===== src/rtl/usb_ahb_pkg.sv =====
// Shared types for the AHB-Lite manager and the USB endpoint subordinate side.
// Ports: none (package). Provides htrans_t, hsize_t, mgr_state_t and default bus widths.
// Imported by ahb_align_check and ahb_lite_manager.
package usb_ahb_pkg;

  localparam int ADDR_W_DEF = 4;
  localparam int DATA_W_DEF = 32;

  typedef enum logic [1:0] {
    IDLE   = 2'b00,
    BUSY   = 2'b01,
    NONSEQ = 2'b10,
    SEQ    = 2'b11
  } htrans_t;

  typedef enum logic [1:0] {
    BYTE = 2'b00,
    HALF = 2'b01,
    WORD = 2'b10
  } hsize_t;

  typedef enum logic [2:0] {
    S_IDLE,
    S_ADDR,
    S_DATA,
    S_ERR,
    S_RESP
  } mgr_state_t;

endpackage


===== src/rtl/ahb_lite_manager_if.sv =====
// Bundles the local command/response handshake and the AHB-Lite bus of the manager.
// Ports: none; signals cmd_* / rsp_* (local side) and h* (AHB side).
// Modports: master = the manager itself, slave = whatever sits around it (controller + subordinate).
interface ahb_lite_manager_if #(
  parameter int ADDR_W = 4,
  parameter int DATA_W = 32
);

  logic              cmd_valid;
  logic              cmd_ready;
  logic              cmd_write;
  logic [ADDR_W-1:0] cmd_addr;
  logic [1:0]        cmd_size;
  logic [DATA_W-1:0] cmd_wdata;

  logic              rsp_valid;
  logic              rsp_err;
  logic [DATA_W-1:0] rsp_rdata;

  logic              hsel;
  logic [ADDR_W-1:0] haddr;
  logic [1:0]        htrans;
  logic              hwrite;
  logic [1:0]        hsize;
  logic [DATA_W-1:0] hwdata;
  logic [DATA_W-1:0] hrdata;
  logic              hready;
  logic              hresp;

  modport master (
    input  cmd_valid, cmd_write, cmd_addr, cmd_size, cmd_wdata,
    input  hrdata, hready, hresp,
    output cmd_ready, rsp_valid, rsp_err, rsp_rdata,
    output hsel, haddr, htrans, hwrite, hsize, hwdata
  );

  modport slave (
    output cmd_valid, cmd_write, cmd_addr, cmd_size, cmd_wdata,
    output hrdata, hready, hresp,
    input  cmd_ready, rsp_valid, rsp_err, rsp_rdata,
    input  hsel, haddr, htrans, hwrite, hsize, hwdata
  );

endinterface


===== src/rtl/ahb_align_check.sv =====
// Combinational size/alignment legality check, shared with the subordinate side.
// Ports: size (hsize encoding), addr_lo (two address LSBs) -> legal.
// Byte always legal, half needs bit 0 clear, word needs bits 1:0 clear, size 3 never legal.
module ahb_align_check
  import usb_ahb_pkg::*;
(
  input  logic [1:0] size,
  input  logic [1:0] addr_lo,
  output logic       legal
);

  always_comb begin
    legal = 1'b0;
    case (size)
      BYTE:    legal = 1'b1;
      HALF:    legal = ~addr_lo[0];
      WORD:    legal = (addr_lo == 2'b00);
      default: legal = 1'b0;
    endcase
  end

endmodule


===== src/rtl/ahb_lite_manager.sv =====
// Single-transfer AHB-Lite manager: one command in, one address+data phase out, one response pulse back.
// Ports: clk, n_rst (async active-low), bus (ahb_lite_manager_if.master: cmd_*, rsp_*, AHB h*).
// Optional macro AHB_MGR_RETRY_EN: a bus error on the first attempt re-runs the transfer once.
module ahb_lite_manager
  import usb_ahb_pkg::*;
#(
  parameter int ADDR_W = ADDR_W_DEF,
  parameter int DATA_W = DATA_W_DEF
) (
  input  logic                clk,
  input  logic                n_rst,
  ahb_lite_manager_if.master  bus
);

  mgr_state_t        state;
  mgr_state_t        state_nxt;

  // Holding registers: every bus output is sourced from these, never from cmd_* directly.
  logic              wr_q;
  logic [ADDR_W-1:0] addr_q;
  logic [1:0]        size_q;
  logic [DATA_W-1:0] wdata_q;
  logic [DATA_W-1:0] rdata_q;
  logic              err_q;

  logic              legal;
  logic              accept;
  logic              rd_capture;
  logic              bus_err;
  logic              retry_go;
  logic              fail_set;

`ifdef AHB_MGR_RETRY_EN
  logic              retry_q;
`endif

  ahb_align_check u_align (
    .size    (bus.cmd_size),
    .addr_lo (bus.cmd_addr[1:0]),
    .legal   (legal)
  );

  // Next-state logic
  always_comb begin
    state_nxt  = state;
    accept     = 1'b0;
    rd_capture = 1'b0;
    bus_err    = 1'b0;
    retry_go   = 1'b0;

    case (state)
      S_IDLE: begin
        if (bus.cmd_valid) begin
          accept    = 1'b1;
          state_nxt = legal ? S_ADDR : S_RESP;
        end
      end
      S_ADDR: begin
        if (bus.hready) state_nxt = S_DATA;
      end
      S_DATA: begin
        if (bus.hready) begin
          // hready together with hresp is a one-cycle error: a protocol violation, treated as failure
          if (bus.hresp) begin
            bus_err = 1'b1;
          end else begin
            rd_capture = ~wr_q;
            state_nxt  = S_RESP;
          end
        end else if (bus.hresp) begin
          state_nxt = S_ERR;
        end
      end
      S_ERR: begin
        // Second error cycle is the one with hready high
        if (bus.hready) bus_err = 1'b1;
      end
      S_RESP: begin
        state_nxt = S_IDLE;
      end
      default: begin
        state_nxt = S_IDLE;
      end
    endcase

    if (bus_err) begin
`ifdef AHB_MGR_RETRY_EN
      if (!retry_q) begin
        retry_go  = 1'b1;
        state_nxt = S_ADDR;
      end else begin
        state_nxt = S_RESP;
      end
`else
      state_nxt = S_RESP;
`endif
    end
  end

  assign fail_set = bus_err & ~retry_go;

  always_ff @(posedge clk or negedge n_rst) begin
    if (!n_rst) begin
      state   <= S_IDLE;
      wr_q    <= 1'b0;
      addr_q  <= '0;
      size_q  <= '0;
      wdata_q <= '0;
      rdata_q <= '0;
      err_q   <= 1'b0;
    end else begin
      state <= state_nxt;
      if (accept) begin
        wr_q    <= bus.cmd_write;
        addr_q  <= bus.cmd_addr;
        size_q  <= bus.cmd_size;
        wdata_q <= bus.cmd_wdata;
        err_q   <= ~legal;
      end
      if (fail_set) err_q <= 1'b1;
      // Loaded on the edge into RESP, so rsp_rdata changes exactly when rsp_valid rises
      if (rd_capture) rdata_q <= bus.hrdata;
    end
  end

`ifdef AHB_MGR_RETRY_EN
  always_ff @(posedge clk or negedge n_rst) begin
    if (!n_rst) begin
      retry_q <= 1'b0;
    end else if (accept) begin
      retry_q <= 1'b0;
    end else if (retry_go) begin
      retry_q <= 1'b1;
    end
  end
`endif

  // Outputs decode from the state register and holding registers only
  always_comb begin
    bus.cmd_ready = (state == S_IDLE);
    bus.hsel      = (state == S_ADDR) || (state == S_DATA) || (state == S_ERR);
    bus.htrans    = (state == S_ADDR) ? NONSEQ : IDLE;
    bus.haddr     = (state == S_ADDR) ? addr_q : '0;
    bus.hwrite    = (state == S_ADDR) ? wr_q : 1'b0;
    bus.hsize     = (state == S_ADDR) ? size_q : 2'b00;
    bus.hwdata    = ((state == S_DATA) && wr_q) ? wdata_q : '0;
    bus.rsp_valid = (state == S_RESP);
    bus.rsp_err   = (state == S_RESP) && err_q;
    bus.rsp_rdata = rdata_q;
  end

endmodule

===== src/flat_wrapper.sv =====
// flat-port wrapper written by rule: the top's interface ports become plain ports
module ahb_lite_manager_flat import usb_ahb_pkg::*;
#(
  parameter int ADDR_W = ADDR_W_DEF,
  parameter int DATA_W = DATA_W_DEF
)
  (clk, n_rst, bus_cmd_valid, bus_cmd_write, bus_cmd_addr, bus_cmd_size, bus_cmd_wdata, bus_hrdata, bus_hready, bus_hresp, bus_cmd_ready, bus_rsp_valid, bus_rsp_err, bus_rsp_rdata, bus_hsel, bus_haddr, bus_htrans, bus_hwrite, bus_hsize, bus_hwdata);
  ahb_lite_manager_if #(.ADDR_W(ADDR_W), .DATA_W(DATA_W)) bus_i ();
  input  logic clk;
  input  logic n_rst;
  input wire logic [$bits(bus_i.cmd_valid)-1:0] bus_cmd_valid;
  input wire logic [$bits(bus_i.cmd_write)-1:0] bus_cmd_write;
  input wire logic [$bits(bus_i.cmd_addr)-1:0] bus_cmd_addr;
  input wire logic [$bits(bus_i.cmd_size)-1:0] bus_cmd_size;
  input wire logic [$bits(bus_i.cmd_wdata)-1:0] bus_cmd_wdata;
  input wire logic [$bits(bus_i.hrdata)-1:0] bus_hrdata;
  input wire logic [$bits(bus_i.hready)-1:0] bus_hready;
  input wire logic [$bits(bus_i.hresp)-1:0] bus_hresp;
  output wire logic [$bits(bus_i.cmd_ready)-1:0] bus_cmd_ready;
  output wire logic [$bits(bus_i.rsp_valid)-1:0] bus_rsp_valid;
  output wire logic [$bits(bus_i.rsp_err)-1:0] bus_rsp_err;
  output wire logic [$bits(bus_i.rsp_rdata)-1:0] bus_rsp_rdata;
  output wire logic [$bits(bus_i.hsel)-1:0] bus_hsel;
  output wire logic [$bits(bus_i.haddr)-1:0] bus_haddr;
  output wire logic [$bits(bus_i.htrans)-1:0] bus_htrans;
  output wire logic [$bits(bus_i.hwrite)-1:0] bus_hwrite;
  output wire logic [$bits(bus_i.hsize)-1:0] bus_hsize;
  output wire logic [$bits(bus_i.hwdata)-1:0] bus_hwdata;
  assign bus_i.cmd_valid = bus_cmd_valid;
  assign bus_i.cmd_write = bus_cmd_write;
  assign bus_i.cmd_addr = bus_cmd_addr;
  assign bus_i.cmd_size = bus_cmd_size;
  assign bus_i.cmd_wdata = bus_cmd_wdata;
  assign bus_i.hrdata = bus_hrdata;
  assign bus_i.hready = bus_hready;
  assign bus_i.hresp = bus_hresp;
  assign bus_cmd_ready = bus_i.cmd_ready;
  assign bus_rsp_valid = bus_i.rsp_valid;
  assign bus_rsp_err = bus_i.rsp_err;
  assign bus_rsp_rdata = bus_i.rsp_rdata;
  assign bus_hsel = bus_i.hsel;
  assign bus_haddr = bus_i.haddr;
  assign bus_htrans = bus_i.htrans;
  assign bus_hwrite = bus_i.hwrite;
  assign bus_hsize = bus_i.hsize;
  assign bus_hwdata = bus_i.hwdata;
  ahb_lite_manager #(.ADDR_W(ADDR_W), .DATA_W(DATA_W)) u_core (.clk(clk), .n_rst(n_rst), .bus(bus_i));
endmodule

===== config.mk =====
export PLATFORM = sky130hd
export DESIGN_NAME = ahb_lite_manager_flat
export DESIGN_NICKNAME = d
export VERILOG_FILES = /design/src/rtl/usb_ahb_pkg.sv /design/src/rtl/ahb_lite_manager_if.sv /design/src/rtl/ahb_align_check.sv /design/src/rtl/ahb_lite_manager.sv /design/src/flat_wrapper.sv
export SDC_FILE = /design/constraint.sdc
export NUM_CORES = 1
export LEC_CHECK = 0
export BUFFER_PORTS_ARGS = -buffer_cell sky130_fd_sc_hd__buf_4
export CORE_MARGIN = 3
export CORE_UTILIZATION = 37
export CTS_CLUSTER_DIAMETER = 30
export DETAILED_ROUTE_END_ITERATION = 16
export MAX_ROUTING_LAYER = met4
export PLACE_DENSITY = 0.75
export SLEW_MARGIN = 20
export SYNTH_ARGS = -nofsm -noshare
export SYNTH_HDL_FRONTEND = slang
export SYNTH_SLANG_ARGS = --single-unit

===== constraint.sdc =====
create_clock -name clk -period 2.3 [get_ports clk]
set_input_delay 0.23 -clock clk [delete_from_list [all_inputs] [get_ports clk]]
set_output_delay 0.23 -clock clk [all_outputs]
set_load 0.02 [all_outputs]

==> results of run 1 <==
kinds of logic after synthesis:
family / count (synthesis) / synth area share
AOI/OAI and AO/OA: 8 / 0.0143
buffers and inverters: 21 / 0.0390
DFF: 75 / 0.579
muxes: 32 / 0.111
other: 1 / 0.00116
and+or+nand+nor: 178 / 0.256
stage by stage:
step / setup WS [ns] / hold slack [ns] / util
3_3_place_gp: 0.532 / 0.420 / 0.529
2_1_floorplan: 0.369 / -0.0656 / -
5_1_grt: 0.110 / 0.0531 / 0.552
3_5_place_dp: 0.453 / 0.425 / 0.529
4_1_cts: 0.214 / 0.0542 / 0.552
6_report: 0.254 / 0.0268 / 0.552
routing by layer:
metal  track usage  share of wire  vias up  wire length (um)
met2         0.277           0.51      108              4000
li1              -              -     1291                 -
met1         0.194           0.40     1263              3150
met4        0.0557          0.012        0                91
met5             -              0        -                 0
met3        0.0498          0.079       11               624
worst register-to-register path, stage by stage (launching register included):
cell     delay (ns)
dfrtp_1        0.52
nor2_4         0.18
nand4_4        0.48
mux2_1         0.53
power by group through the flow:
| stage | Sequential [W] | Combinational, W | Clock (W) |
|---|---|---|---|
| after CTS | 0.00219 | 0.00209 | 0.00102 |
| after detailed placement | 0.00221 | 0.00209 | 0 |
| after global routing | 0.00225 | 0.00226 | 0.00108 |
| after global placement | 0.00217 | 0.00202 | 0 |
| after floorplan | 0.00234 | 0.00109 | 0 |
| final | 0.00219 | 0.00206 | 0.000974 |
cell type report:
class	instances	area share
clock buffers	9	0.0268
clock inverters	7	0.0149
inverters	3	0.00243
multi-input cells	219	0.268
flip-flops and latches	75	0.405
well taps	105	0.0284
repair buffers	157	0.255
how the worst min path moves through the flow:
stage / cells after the start / startpoint / to / slack [ns]
finish: 1 / n_rst / u_core.wdata_q[16] / 0.03
global route: 3 / bus_cmd_wdata[16] / u_core.wdata_q[16] / 0.05
CTS: 1 / n_rst / u_core.wdata_q[20] / 0.05
detailed placement: 3 / bus_cmd_wdata[21] / u_core.wdata_q[21] / 0.42
global placement: 3 / bus_cmd_addr[3] / u_core.addr_q[3] / 0.42
floorplan: 0 / n_rst / u_core.addr_q[0] / -0.07
registers in the layout (all words and copies together), names as in the netlist:
register and cells:
u_core.wr_q 1, u_core.bus.rsp_rdata 32, u_core.err_q 1, u_core.state 3, u_core.wdata_q 32, u_core.size_q 2
u_core.addr_q 4
placed cells by master, fill, tap and decap left out, types with 2 or more instances in the layout:
cell / synthesis / final
inv_1: 3 / 3
nor3_1: 2 / 2
and2_1: 40 / 40
buf_4: 6 / 157
clkinv_2: 0 / 3
a21oi_1: 5 / 5
and3_1: 3 / 3
nand2_1: 121 / 121
mux2_2: 30 / 30
clkinvlp_4: 0 / 2
nor2_1: 4 / 4
dfrtp_1: 75 / 75
mux2_1: 2 / 2
nand3_1: 2 / 2
clkbuf_8: 0 / 9
==> flow_summary_export.csv, run 1 <==
group,metric,value,unit
synthesis,synth_area,3240,um2
placed_design,port_buffers,151,
floorplan,core,8380,um2
worst_setup_path,cp_max_fo,32,
timing,clock_skew,0.0105,ns
route,viasPerCell,4.65,
global_routing,grt_antenna_before_repair,0,
timing,setup_tns,0,ns
synthesis,ys_async_sr_fraction,1.00,
pwr,power_frac_seq,0.419,
pwr,power_density,1130,nW/um2
global_routing,track_usage,0.167,
status,status,"completed",
clock_network,cts_hold_repair.buffers,0,
synthesis,synth-main-ff-cell,"dfrtp_1",
synthesis,syn_nets,391,
floorplan,io_pins,153,
worst_setup_path,cp-start-kind,"register",
worst_setup_path,slowest_stage,"dfrtp_1",
global_routing,grt_pass1_vias,2724,
floorplan,fp.dieH,99.6,um
route,drtAntennaViolNets,0,
synthesis,synth-edff-count,0,
synthesis,ys_seq_area_frac,0.579,
placed_design,placed_cell_area,4440,um2
synthesis,synthCells,315,
finish,final_layout_size_suffix_gt1_frac,0.438,
worst_setup_path,path_class,"register to output pin",
timing,setup_viol,0,
floorplan,fp-row-count,33,
timing,tightestPinTransition,0.927,ns
floorplan,die_area,9920,um2
synthesis,synth_area_leader_cell,"dfrtp_1",
synthesis,netlist.area_leader.share,0.579,
route,wl_per_cell,13.7,um
route,drcViolationCount,0,
clock_network,ctsResizeCount,0,
synthesis,yosysMostFrequentCell,"nand2_1",
floorplan,die_w,99.6,um
clock_network,insertion_delay,0.34,ns
clock_network,cts-root-buf,"clkbuf_8",
finish,nFillCells,759,
clock_network,cts_sinks,75,
timing,rsz0062_at_grt,"no",
pwr,power_leakage,2.55,nW
finish,regArea,1880,um2
worst_setup_path,critical-path-top-delay-family,"simple AND/OR/NAND/NOR gates",
synthesis,synthTopCellsByArea,"dfrtp_1 (58%), nand2_1 (14%), mux2_2 (10%), and2_1 (7.7%), buf_4 (1.4%)",
pwr,switching_power,0.00193,W
placed_design,place_inst,559,
worst_setup_path,end_kind,"output pin",
timing,maxSlewViolCount,0,
worst_setup_path,regToRegSetupSlack,0.48,ns
finish,antenna_cells,0,
worst_setup_path,crit_path_end,"bus_hwdata[19]",
clock_network,cts_tree,"built",
finish,area_growth,42.8,%
worst_setup_path,startpoint,"u_core.state[0]",
finish,fin_cells,575,
placed_design,gp_congestion,0.723,
worst_setup_path,rr_endpoint,"u_core.bus.rsp_rdata[3]",
pwr,design_power_total,0.00522,W
worst_setup_path,critPathMostFrequentCell,"buf_4",
synthesis,syn_area_per_cell,10.3,um2
clock_network,cts-htree-levels,3,
synthesis,yosysWarnings,0,
clock_network,clockBufferDepth,2,
worst_setup_path,path_cells,"nor2_4 > and3_1 > buf_4 > and2_1 > buf_4",
route,drtIter0Drc,44,
pwr,intPower,0.00328,W
worst_setup_path,rr_worst_depth,3,
worst_hold_path,hold_class,"input pin to async pin",
timing,period_share,0.890,
worst_setup_path,critical_path_depth,5,
finish,multi_input_area,1240,um2
worst_setup_path,critPathMaxStageDelay,0.52,ns
synthesis,synth_cell_type_count,26,
synthesis,yosys-top-cells-count,"nand2_1 (121), dfrtp_1 (75), and2_1 (40), mux2_2 (30), buf_4 (6)",
pwr,p_sw_frac,0.371,
timing,slew_headroom,0.382,
route,drt-total-wl,7.86,mm
timing,fmax,0.489,GHz
pwr,clkPwrFrac,0.187,
global_routing,grt_start_max_net_pins,76,
synthesis,yosys_register_bits,75,
global_routing,grt_pass1_wl,12.7,mm
global_routing,overflow,0,
finish,finalNetCount,541,
clock_network,clk_pin_slew,0.08,ns
floorplan,initial_core_util,0.387,
worst_setup_path,cp_data_required_time,2.07,ns
timing,final.min_clock_period,2.05,ns
clock_network,cts_buffers,9,
worst_setup_path,path_buf_inv,2,
route,firstDrtPassIters,4,
pwr,worst_ir_drop_vdd,0.507,mV
worst_setup_path,worstPathArrival,1.82,ns
timing,hold_violations,0,
finish,stdcell_area,4630,um2
pwr,pwr-share-comb,0.394,
worst_setup_path,rr_startpoint,"u_core.state[0]",
run,drv_cap,0,
placed_design,dp_hpwl,5.76,mm
route,num_vias,2673,
clock_network,post-cts-setup-buffer-count,0,
(Power assumes the default switching activity.)
==> inputs of run 2 (changes only) <==
PLACE_DENSITY = 0.66   (was 0.75)
==> flow_summary_export.csv, run 2 (synthesis gave the netlist of run 1 again) <==
group,metric,value,unit
clock_network,cts_buffers,9,
route,drtAntennaViolNets,0,
floorplan,core,8380,um2
finish,final_layout_size_suffix_gt1_frac,0.434,
floorplan,die_w,99.6,um
worst_setup_path,cp_max_fo,27,
timing,hold_violations,0,
worst_setup_path,cp_data_required_time,2.07,ns
clock_network,post-cts-setup-buffer-count,0,
placed_design,pre_cts_ws,0.505,ns
route,viasPerCell,4.55,
finish,antenna_cells,0,
global_routing,use_met2,0.262,
clock_network,clockBufferDepth,2,
timing,setup_viol,0,
timing,tightestPinTransition,0.937,ns
timing,maxSlewViolCount,0,
timing,setup_tns,0,ns
floorplan,die_area,9920,um2
route,wl_per_cell,13.3,um
worst_setup_path,cp-start-kind,"register",
run,drv_cap,0,
clock_network,cts-htree-levels,3,
finish,finalNetCount,541,
status,status,"completed",
floorplan,fp-row-count,33,
global_routing,grt_start_max_net_pins,76,
finish,final_cell_mix,"buf_4 (156), nand2_1 (121), dfrtp_1 (75)",
timing,clock_skew,0.00958,ns
clock_network,clk_pin_slew,0.08,ns
route,num_vias,2617,
global_routing,grt_antenna_before_repair,0,
clock_network,cts-root-buf,"clkbuf_8",
global_routing,overflow,0,
worst_setup_path,worstPathArrival,1.83,ns
global_routing,grt_pass1_vias,2544,
global_routing,use_met3,0.0344,
timing,slew_headroom,0.376,
floorplan,io_pins,153,
placed_design,port_buffers,151,
route,drcViolationCount,0,
clock_network,insertion_delay,0.34,ns
global_routing,met1_usage,0.199,
floorplan,fp.dieH,99.6,um
placed_design,dp_hpwl,5.55,mm
clock_network,cts_sinks,75,
worst_hold_path,hold_class,"input pin to async pin",
placed_design,gp_congestion,0.733,
route,firstDrtPassIters,4,
worst_setup_path,path_class,"register to output pin",
timing,period_share,0.895,
global_routing,grt_pass1_wl,12.5,mm
global_routing,grt_busiest_layer,"met2",
finish,nFillCells,777,
timing,setup_slack,0.241,ns
route,drtIter0Drc,57,
pwr,power_density,1140,nW/um2
clock_network,cts_tree,"built",
pwr,power_leakage,2.56,nW
timing,final.min_clock_period,2.06,ns
finish,final_common_cell,"buf_4",
timing,rsz0062_at_grt,"no",
floorplan,initial_core_util,0.387,
finish,area_growth,43.7,%
pwr,worst_ir_drop_vdd,0.524,mV
worst_setup_path,end_kind,"output pin",
global_routing,track_usage,0.164,
timing,fmax,0.486,GHz
route,drt-total-wl,7.63,mm
==> run 2: routing by layer <==
layer  wire [um]  vias up
met4         163        0
met1        3150     1227
met3         449       14
met5           0        -
met2        3870       84
li1            -     1292
==> run 2: worst paths after layout <==
path | startpoint | end | slack, ns | cells after the start
max reg2reg | u_core.state[0] | u_core.bus.rsp_rdata[5] | 0.66 | 4
min | n_rst | u_core.addr_q[3] | 0.03 | 1
min reg2reg | u_core.addr_q[0] | u_core.addr_q[0] | 0.47 | 2
min in group clk | bus_cmd_wdata[31] | u_core.wdata_q[31] | 0.07 | 3
max in group asynchronous | n_rst | u_core.bus.rsp_rdata[5] | 1.67 | 1
max | u_core.state[2] | bus_hwdata[12] | 0.24 | 5
==> run 2: layout make-up <==
cell class | instances | area (um2) | share of cell area
sequential | 75 | 1880 | 0.403
multi-input combinational | 219 | 1240 | 0.266
timing repair buffer | 157 | 1180 | 0.254
clock buffer | 12 | 145 | 0.0311
tap | 105 | 131 | 0.0282
clock inverter | 4 | 73.8 | 0.0158
inverter | 3 | 11.3 | 0.00242
==> run 2: worst max-delay path, stage by stage, from the launching register on <==
cell	delay, ns
dfrtp_1	0.50
nor2_4	0.19
and3_1	0.28
buf_6	0.21
and2_1	0.15
buf_4	0.14
==> run 2: where the power goes <==
group | internal (W) | switching, W | total (W)
Clock | 0.000642 | 0.000470 | 0.00111
Sequential | 0.00187 | 0.000319 | 0.00219
Combinational | 0.000910 | 0.00111 | 0.00202
Total | 0.00342 | 0.00190 | 0.00532
==> run 2: metrics by stage <==
stage               total power (W)   util  hold WS, ns  area, um2  instances
floorplan                   0.00343      -      -0.0656       3240        315
global placement            0.00421  0.529        0.421       4440        559
detailed placement          0.00427  0.529        0.424       4440        559
CTS                         0.00540  0.555       0.0498       4660        575
global route                0.00571  0.556       0.0569       4660        575
finish                      0.00532  0.556       0.0298       4660        575
==> run 2: timing repair <==
item | in CTS | in global routing
setup endpoints to repair | 0 | 2
resized for setup | 0 | 1
hold endpoints to repair | 0 | 0
hold buffers | 0 | 0
==> inputs of run 3 (changes only) <==
clock period = 2.4 ns   (was 2.3 ns; I/O delays follow)
==> flow_summary_export.csv, run 3 (synthesis gave the netlist of run 1 again) <==
group,metric,value,unit
finish,antenna_cells,0,
worst_setup_path,critPathMostFrequentCell,"buf_4",
placed_design,pre_cts_ws,0.581,ns
global_routing,grt_antenna_before_repair,0,
placed_design,dp_hpwl,5.64,mm
placed_design,port_buffers,151,
clock_network,clk_pin_slew,0.08,ns
finish,final_common_cell,"buf_4",
timing,slew_headroom,0.367,
route,firstDrtPassIters,6,
floorplan,fp.dieH,99.6,um
route,drcViolationCount,0,
timing,hold_violations,0,
finish,nFillCells,776,
route,wl_per_cell,13.3,um
worst_setup_path,worstPathArrival,1.90,ns
timing,rsz0062_at_grt,"no",
pwr,design_power_total,0.00498,W
finish,stdcell_area,4620,um2
clock_network,cts_sinks,75,
timing,tightestPinTransition,0.949,ns
global_routing,overflow,0,
worst_setup_path,regToRegSetupSlack,0.60,ns
clock_network,cts_tree,"built",
worst_setup_path,path_class,"register to output pin",
floorplan,die_area,9920,um2
timing,setup_slack,0.258,ns
clock_network,insertion_delay,0.34,ns
global_routing,grt_pass1_vias,2632,
timing,final.min_clock_period,2.14,ns
run,drv_cap,0,
global_routing,grt_pass1_wl,12.5,mm
worst_setup_path,slowest_stage,"dfrtp_1",
route,num_vias,2608,
clock_network,cts_hold_repair.buffers,0,
floorplan,initial_core_util,0.387,
worst_setup_path,cp-start-kind,"register",
timing,setup_tns,0,ns
global_routing,track_usage,0.164,
clock_network,cts_buffers,9,
finish,final_layout_size_suffix_gt1_frac,0.435,
worst_setup_path,path_cells,"nor2_4 > and3_1 > buf_4 > and2_1 > buf_4",
timing,period_share,0.893,
worst_setup_path,critPathMaxStageDelay,0.51,ns
route,viasPerCell,4.54,
finish,multi_input_area,1240,um2
timing,clock_skew,0.0104,ns
floorplan,io_pins,153,
status,status,"completed",
finish,area_growth,42.6,%
floorplan,core,8380,um2
worst_setup_path,cp_data_required_time,2.16,ns
floorplan,die_w,99.6,um
finish,regArea,1880,um2
worst_setup_path,end_kind,"output pin",
clock_network,ctsResizeCount,0,
timing,setup_viol,0,
timing,fmax,0.467,GHz
route,drtIter0Drc,94,
clock_network,cts-root-buf,"clkbuf_8",
clock_network,clockBufferDepth,2,
route,drt-total-wl,7.66,mm
pwr,power_leakage,2.54,nW
finish,final_cell_mix,"buf_4 (156), nand2_1 (121), dfrtp_1 (75)",
finish,finalNetCount,540,
clock_network,cts-htree-levels,3,
pwr,power_density,1080,nW/um2
worst_setup_path,critical-path-top-delay-family,"simple AND/OR/NAND/NOR gates",
timing,maxSlewViolCount,0,
placed_design,gp_congestion,0.728,
floorplan,fp-row-count,33,
worst_setup_path,cp_max_fo,27,
route,drtAntennaViolNets,0,
clock_network,post-cts-setup-buffer-count,0,
placed_design,placed_cell_area,4430,um2
pwr,worst_ir_drop_vdd,0.571,mV
global_routing,grt_start_max_net_pins,76,
worst_hold_path,hold_class,"input pin to async pin",
worst_setup_path,path_buf_inv,2,
## run 3: cell types whose count changed in the layout (fill, tap and decap cells not counted), sizes merged
cell / change
clkbuf: -2
clkinvlp: +3
bufinv: -1
buf: -1
## run 3: layout make-up
type                    instances  area share
flip-flops and latches         75       0.406
clock inverters                 6      0.0143
well taps                     105      0.0284
multi-input cells             219       0.268
repair buffers                156       0.253
clock buffers                  10      0.0276
inverters                       3     0.00244
## run 3: metrics by stage
| step | utilization | cells | hold slack (ns) |
|---|---|---|---|
| after floorplan | - | 315 | -0.0556 |
| after global placement | 0.528 | 558 | 0.429 |
| after detailed placement | 0.528 | 558 | 0.436 |
| after CTS | 0.552 | 574 | 0.0620 |
| after global routing | 0.552 | 574 | 0.0748 |
| final | 0.552 | 574 | 0.0400 |
## run 3: final timing paths
kind                                        start                 endpoint  depth (start not counted)
worst max register to register    u_core.state[0]        u_core.wdata_q[6]                          5
worst max-delay path              u_core.state[0]           bus_hwdata[15]                          5
worst min register to register  u_core.wdata_q[2]        u_core.wdata_q[2]                          2
max in group asynchronous                   n_rst  u_core.bus.rsp_rdata[6]                          1
worst min-delay path                        n_rst       u_core.wdata_q[30]                          1
min in group clk                bus_cmd_wdata[25]       u_core.wdata_q[25]                          3
## run 3: layer usage
layer	GRT usage	vias to the layer above	wire length [um]
li1	-	1291	-
met1	0.199	1220	3170
met2	0.265	81	3930
met3	0.0288	16	361
met4	0.0788	0	194
met5	-	-	0
## run 3: where the power goes
| part | switching (W) | leakage, nW | internal (W) | total, W |
|---|---|---|---|---|
| logic | 0.00108 | 1.50 | 0.000870 | 0.00195 |
| registers | 0.000295 | 0.952 | 0.00179 | 0.00208 |
| clock network | 0.000464 | 0.0885 | 0.000480 | 0.000944 |
| total | 0.00184 | 2.54 | 0.00314 | 0.00498 |
